<file path="src/rtl/stack_pop_reader_if.sv">
// Handshake bundle between the LIFO pop reader, the stack pop port,
// the command source and the downstream word consumer.
interface stack_pop_reader_if #(
    parameter int DATA_W = 8,
    parameter int ADDR_W = 4,
    parameter int CNT_W  = ADDR_W + 1
);
    logic              cmd_valid;
    logic              cmd_ready;
    logic [CNT_W-1:0]  cmd_count;
    logic              stk_pop;
    logic              stk_push;
    logic              stk_full;
    logic              stk_empty;
    logic [DATA_W-1:0] stk_d_out;
    logic              m_valid;
    logic              m_ready;
    logic [DATA_W-1:0] m_data;
    logic              done;
    logic [CNT_W-1:0]  done_count;
    logic              done_short;

    modport master (
        input  cmd_valid, cmd_count, stk_push, stk_full, stk_empty, stk_d_out, m_ready,
        output cmd_ready, stk_pop, m_valid, m_data, done, done_count, done_short
    );

    modport slave (
        output cmd_valid, cmd_count, stk_push, stk_full, stk_empty, stk_d_out, m_ready,
        input  cmd_ready, stk_pop, m_valid, m_data, done, done_count, done_short
    );
endinterface

</file>
<file path="src/rtl/stack_pop_reader.sv">
// Read-side master for the LIFO stack: drains words on command and streams
// them out through a 2-entry buffer with in-flight credit tracking.
module stack_pop_reader #(
    parameter int DATA_W = 8,
    parameter int ADDR_W = 4,
    parameter int CNT_W  = ADDR_W + 1
) (
    input logic                 clk,
    input logic                 rst_n,
    stack_pop_reader_if.master  bus
);
    typedef enum logic [1:0] {IDLE, RUN, FLUSH, DONE} state_t;

    localparam logic [CNT_W-1:0] ONE = 1;

    state_t            state;
    logic [CNT_W-1:0]  remaining;
    logic [CNT_W-1:0]  popped;
    logic              drain_mode;
    logic              short_flag;
    logic              inflight;
    logic [1:0]        occ;
    logic [DATA_W-1:0] fifo_mem [2];

    logic       deq;
    logic       push_wins;
    logic       have_work;
    logic [2:0] space_used;
    logic       pop_eligible;
    logic       pop_acc;

    // The stack silently drops a pop that collides with a successful push,
    // so only pops that survive that rule are counted or expected back.
    always_comb begin
        deq          = bus.m_valid & bus.m_ready;
        push_wins    = bus.stk_push & ~bus.stk_full;
        have_work    = drain_mode | (remaining != '0);
        space_used   = {1'b0, occ} + {2'b00, inflight} - {2'b00, deq};
        pop_eligible = (state == RUN) & have_work & (space_used < 3'd2);
        bus.stk_pop  = pop_eligible & ~bus.stk_empty;
        pop_acc      = bus.stk_pop & ~push_wins;
    end

    assign bus.m_valid = (occ != 2'd0);
    assign bus.m_data  = fifo_mem[0];

    always_ff @(posedge clk or negedge rst_n) begin
        if (!rst_n) begin
            inflight    <= 1'b0;
            occ         <= 2'd0;
            fifo_mem[0] <= '0;
            fifo_mem[1] <= '0;
        end else begin
            inflight <= pop_acc;
            case ({inflight, deq})
                2'b10: begin
                    fifo_mem[occ[0]] <= bus.stk_d_out;
                    occ              <= occ + 2'd1;
                end
                2'b01: begin
                    fifo_mem[0] <= fifo_mem[1];
                    occ         <= occ - 2'd1;
                end
                2'b11: begin
                    if (occ == 2'd2) begin
                        fifo_mem[0] <= fifo_mem[1];
                        fifo_mem[1] <= bus.stk_d_out;
                    end else begin
                        fifo_mem[0] <= bus.stk_d_out;
                    end
                end
                default: ;
            endcase
        end
    end

    // cmd_ready is its own register so it stays low while reset is asserted.
    always_ff @(posedge clk or negedge rst_n) begin
        if (!rst_n) begin
            state          <= IDLE;
            bus.cmd_ready  <= 1'b0;
            remaining      <= '0;
            popped         <= '0;
            drain_mode     <= 1'b0;
            short_flag     <= 1'b0;
            bus.done       <= 1'b0;
            bus.done_count <= '0;
            bus.done_short <= 1'b0;
        end else begin
            bus.done <= 1'b0;
            if (pop_acc) begin
                popped <= popped + ONE;
                if (!drain_mode) begin
                    remaining <= remaining - ONE;
                end
            end
            case (state)
                IDLE: begin
                    bus.cmd_ready <= 1'b1;
                    if (bus.cmd_valid && bus.cmd_ready) begin
                        state         <= RUN;
                        bus.cmd_ready <= 1'b0;
                        remaining     <= bus.cmd_count;
                        popped        <= '0;
                        drain_mode    <= (bus.cmd_count == '0);
                        short_flag    <= 1'b0;
                    end
                end
                RUN: begin
                    if (!drain_mode && remaining == '0) begin
                        state <= FLUSH;
                    end else if (pop_eligible && bus.stk_empty) begin
                        state      <= FLUSH;
                        short_flag <= ~drain_mode;
                    end
                end
                FLUSH: begin
                    if (!inflight && occ == 2'd0) begin
                        state          <= DONE;
                        bus.done       <= 1'b1;
                        bus.done_count <= popped;
                        bus.done_short <= short_flag;
                    end
                end
                DONE: begin
                    state         <= IDLE;
                    bus.cmd_ready <= 1'b1;
                end
                default: state <= IDLE;
            endcase
        end
    end
endmodule
</file>
<file path="src/flat_wrapper.sv">
// flat-port wrapper written by rule: the top's interface ports become plain ports
module stack_pop_reader_flat 
#(
    parameter int DATA_W = 8,
    parameter int ADDR_W = 4,
    parameter int CNT_W  = ADDR_W + 1
)
  (clk, rst_n, bus_cmd_valid, bus_cmd_count, bus_stk_push, bus_stk_full, bus_stk_empty, bus_stk_d_out, bus_m_ready, bus_cmd_ready, bus_stk_pop, bus_m_valid, bus_m_data, bus_done, bus_done_count, bus_done_short);
  stack_pop_reader_if #(.DATA_W(DATA_W), .ADDR_W(ADDR_W), .CNT_W(CNT_W)) bus_i ();
  input logic clk;
  input logic rst_n;
  input wire logic [$bits(bus_i.cmd_valid)-1:0] bus_cmd_valid;
  input wire logic [$bits(bus_i.cmd_count)-1:0] bus_cmd_count;
  input wire logic [$bits(bus_i.stk_push)-1:0] bus_stk_push;
  input wire logic [$bits(bus_i.stk_full)-1:0] bus_stk_full;
  input wire logic [$bits(bus_i.stk_empty)-1:0] bus_stk_empty;
  input wire logic [$bits(bus_i.stk_d_out)-1:0] bus_stk_d_out;
  input wire logic [$bits(bus_i.m_ready)-1:0] bus_m_ready;
  output wire logic [$bits(bus_i.cmd_ready)-1:0] bus_cmd_ready;
  output wire logic [$bits(bus_i.stk_pop)-1:0] bus_stk_pop;
  output wire logic [$bits(bus_i.m_valid)-1:0] bus_m_valid;
  output wire logic [$bits(bus_i.m_data)-1:0] bus_m_data;
  output wire logic [$bits(bus_i.done)-1:0] bus_done;
  output wire logic [$bits(bus_i.done_count)-1:0] bus_done_count;
  output wire logic [$bits(bus_i.done_short)-1:0] bus_done_short;
  assign bus_i.cmd_valid = bus_cmd_valid;
  assign bus_i.cmd_count = bus_cmd_count;
  assign bus_i.stk_push = bus_stk_push;
  assign bus_i.stk_full = bus_stk_full;
  assign bus_i.stk_empty = bus_stk_empty;
  assign bus_i.stk_d_out = bus_stk_d_out;
  assign bus_i.m_ready = bus_m_ready;
  assign bus_cmd_ready = bus_i.cmd_ready;
  assign bus_stk_pop = bus_i.stk_pop;
  assign bus_m_valid = bus_i.m_valid;
  assign bus_m_data = bus_i.m_data;
  assign bus_done = bus_i.done;
  assign bus_done_count = bus_i.done_count;
  assign bus_done_short = bus_i.done_short;
  stack_pop_reader #(.DATA_W(DATA_W), .ADDR_W(ADDR_W), .CNT_W(CNT_W)) u_core (.clk(clk), .rst_n(rst_n), .bus(bus_i));
endmodule
</file>
<file path="config.mk">
export PLATFORM = sky130hd
export DESIGN_NAME = stack_pop_reader_flat
export DESIGN_NICKNAME = d
export VERILOG_FILES = /design/src/rtl/stack_pop_reader_if.sv /design/src/rtl/stack_pop_reader.sv /design/src/flat_wrapper.sv
export SDC_FILE = /design/constraint.sdc
export NUM_CORES = 1
export LEC_CHECK = 0
export CELL_PAD_IN_SITES_DETAIL_PLACEMENT = 1
export CELL_PAD_IN_SITES_GLOBAL_PLACEMENT = 1
export CORE_ASPECT_RATIO = 1.4
export CORE_UTILIZATION = 41
export CTS_CLUSTER_SIZE = 30
export DETAILED_ROUTE_END_ITERATION = 8
export GPL_ROUTABILITY_DRIVEN = 0
export GPL_TIMING_DRIVEN = 1
export PLACE_DENSITY_LB_ADDON = 0.1
export SETUP_SLACK_MARGIN = 0.15
export SLEW_MARGIN = 20
export SYNTH_ARGS = -nofsm -noshare
export SYNTH_HDL_FRONTEND = slang
export SYNTH_SLANG_ARGS = --single-unit
</file>
<file path="constraint.sdc">
create_clock -name clk -period 4.2 [get_ports clk]
set_input_delay 1.26 -clock clk [delete_from_list [all_inputs] [get_ports clk]]
set_output_delay 1.26 -clock clk [all_outputs]
set_load 0.02 [all_outputs]
</file>
==> results of run 1 <==
cell type report:
class | count | area (sq um) | share of cell area, %
sequential | 41 | 1026 | 35.48
clock buffer | 6 | 82.58 | 2.856
clock inverter | 2 | 13.76 | 0.4760
multi-input combinational | 152 | 1180 | 40.80
timing repair buffer | 49 | 457.9 | 15.84
inverter | 13 | 48.80 | 1.688
tap | 66 | 82.58 | 2.856
cell usage in the layout (no fill, tap or decap), types with 4 or more instances in the layout:
master           instances
a21oi_1                 14
a22oi_1                  8
a31oi_1                  6
buf_4                   12
clkbuf_8                 6
clkdlybuf4s50_1         34
dfrtp_1                 41
ha_1                    12
inv_1                   13
mux2_2                  14
nand2_1                  8
nand3_1                  5
nand4_1                  4
nor2_1                  18
nor3_1                   6
o31ai_1                  4
or4_1                    4
how the worst min path moves through the flow:
stage	endpoint	startpoint	depth (start not counted)	slack [ps]
floorplan	u_core.fifo_mem[0]	u_core.fifo_mem[0]	1	480
global placement	u_core.fifo_mem[0]	u_core.fifo_mem[0]	1	490
detailed placement	u_core.bus.done_count[3]	u_core.bus.done_count[3]	1	500
CTS	u_core.bus.done_count[3]	u_core.bus.done_count[3]	1	520
global route	u_core.bus.done_count[3]	u_core.bus.done_count[3]	1	540
finish	u_core.bus.done_count[3]	u_core.bus.done_count[3]	1	520
metrics by stage:
stage          std cells  hold slack [ps]  instance area [sq um]  worst slack, ps  TNS, ps
3_3_place_gp         319            490.5                   2770           -737.4   -737.4
2_1_floorplan        221            481.1                   2335            178.4        0
4_1_cts              329            521.8                   2892            139.1        0
3_5_place_dp         319            502.7                   2770           -781.7   -781.7
6_report             329            515.9                   2892            137.3        0
5_1_grt              329            536.3                   2892            78.49        0
state kept, by name, indices dropped and copies added, names as in the netlist:
signal / flops
u_core.bus.done_count: 5
u_core.inflight: 1
u_core.bus.m_data: 8
u_core.bus.cmd_ready: 1
u_core.bus.done: 1
u_core.remaining: 5
u_core.popped: 5
u_core.fifo_mem: 8
u_core.bus.done_short: 1
u_core.short_flag: 1
u_core.occ: 2
u_core.drain_mode: 1
u_core.state: 2
worst max-delay path: stages:
cell and delay (ps):
buf_6 90, and2_4 140, ha_4 230, nand2b_4 140, fa_2 370, xnor2_2 170, nand2_2 110, nor3_4 150
buf_6 140
report_power, final:
part	switching [mW]	leakage (nW)	internal, mW	total (mW)
registers	0.0964	0.514	0.541	0.637
clock network	0.142	0.0512	0.133	0.275
logic	0.628	0.704	0.551	1.18
cell families after synthesis:
kind of cell	count (synthesis)
buf+inv	28
flops	41
simple gates	69
fa+ha+maj	14
xor+xnor	3
mux	16
compound gates	50
timing repair:
action | 4_1_cts | 5_1_grt
resized for setup | 12 | 0
pin swaps | 5 | 0
endpoints found under the hold margin | 0 | 0
setup endpoints to repair | 1 | 1
setup buffers | 2 | 0
hold buffers | 0 | 0
routing by layer:
layer	wire length, microns	global-route usage [%]	up-vias
li1	-	-	878
met1	2248	23.39	917
met2	3185	39.60	28
met3	136	3.409	4
met4	33	4.348	0
met5	0	0	-
==> flow_summary.json, run 1 <==
{
  "dr.first_iter.drc_count": 100,
  "grt_setup_unrepaired": "yes",
  "clockRootBuffer": "clkbuf_8",
  "io_pins": 38,
  "synth_xor_area_share_pct": 1.467,
  "grt_pass1_wl_microns": 9542,
  "ys_ff_latch": 41,
  "grt_usage_pct": 20.82,
  "pwr_density_cell_nw_per_um2": 723.4,
  "synth_area_leaders": "dfrtp_1, ha_1, mux2_2, a21oi_1, nor2_1",
  "die_area_sq_um": 5926,
  "cts_htree_levels": 2,
  "critPathLaunchType": "input pin",
  "crit_start": "bus_m_ready",
  "path_max_fanout": 2,
  "yosys.area.top_type_share_pct": 44.54,
  "dr.pass1.iters": 4,
  "setup_violations": 0,
  "endpoint": "bus_stk_pop",
  "synthCells": 221,
  "finClkSkew_ps": 9.065,
  "viasPerCell": 5.553,
  "synthDistinctLibCells": 52,
  "rows": 31,
  "final_core_util_pct": 54.82,
  "dp_hpwl_microns": 4096,
  "routed_wl_microns": 5603,
  "clock_sinks": 41,
  "ys_top_cells_by_count": "dfrtp_1, nor2_1, a21oi_1, mux2_2",
  "syn_area_sq_um": 2303,
  "fillCellCount": 595,
  "slew_viol_final": 0,
  "portBuffers": 37,
  "synthAdderAreaFrac_pct": 7.930,
  "reg2reg_to": "u_core.remaining[3]",
  "yosysTopAreaCell": "dfrtp_1",
  "ys.warnings.count": 0,
  "cts_tree": "built",
  "clockBufferDepth": 2,
  "holdCritPathClass": "reg -> reg",
  "yosysMostFrequentCell": "dfrtp_1",
  "finalHoldViolCount": 0,
  "critical_path_class": "in -> out",
  "async_reset_ff_share_pct": 100.0,
  "wl_per_cell_microns": 17.03,
  "fin_crit_sh_pct": 96.73,
  "clk_pin_slew_worst_paths_ps": 80,
  "p_total_mw": 2.092,
  "vias": 1827,
  "gr-total-overflow": 0,
  "grt_pass1_vias": 1952,
  "fmax_ghz": 0.2461,
  "ir_drop_v": 0.0002925,
  "drv_cap": 0,
  "p_leak_nw": 1.268,
  "route.detailed.drc": 0,
  "synth-seq-area-share_pct": 44.54,
  "synthToLayoutAreaGrowth_pct": 25.53,
  "synth_area_per_cell_sq_um": 10.42,
  "antenna_cells": 0,
  "grt_max_degree": 42,
  "grt_antenna_before_repair": 0,
  "synthFlopType": "dfrtp_1",
  "synth_top_family_by_area": "simple AND/OR/NAND/NOR gates",
  "endpoint_kind": "primary output",
  "cts_buffers": 5,
  "relSlewSlack_pct": 37.53,
  "synth_compound_area_share_pct": 15.32,
  "fp.dieW_microns": 65.35,
  "nets": 296,
  "cp.arrival_ps": 2800,
  "reg2reg_slack_ps": 1230,
  "synth_mux_area_share_pct": 7.930,
  "status": "complete, no violations",
  "timing.rr.start": "u_core.occ[1]",
  "reg2reg_depth": 11,
  "clock_latency_ps": 290,
  "syn_nets": 255,
  "synth-simple-area-share_pct": 16.89,
  "min_period_ps": 4063,
  "fp.dieH_microns": 90.69,
  "cp.required_ps": 2940,
  "coreArea_sq_um": 5275,
  "start_util_pct": 43.67,
  "tightestPinTransition_ps": 937.0,
  "synth_edf_count": 0,
  "postRouteAntennaNets": 0,
  "drive_gt1_share_pct": 20.53
}
No activity file was read; power rests on OpenSTA's default activity.
==> run 2: changes to the inputs <==
--- a/config.mk
+++ b/config.mk
@@ -11,11 +11,10 @@
 export CORE_UTILIZATION = 41
 export CTS_CLUSTER_SIZE = 30
 export DETAILED_ROUTE_END_ITERATION = 8
-export GPL_ROUTABILITY_DRIVEN = 0
+export GPL_ROUTABILITY_DRIVEN = 1
 export GPL_TIMING_DRIVEN = 1
 export PLACE_DENSITY_LB_ADDON = 0.1
 export SETUP_SLACK_MARGIN = 0.15
-export SLEW_MARGIN = 20
 export SYNTH_ARGS = -nofsm -noshare
 export SYNTH_HDL_FRONTEND = slang
 export SYNTH_SLANG_ARGS = --single-unit
==> results of run 2 <==
Final layout, timing and power as in run 1 (identical DEF).
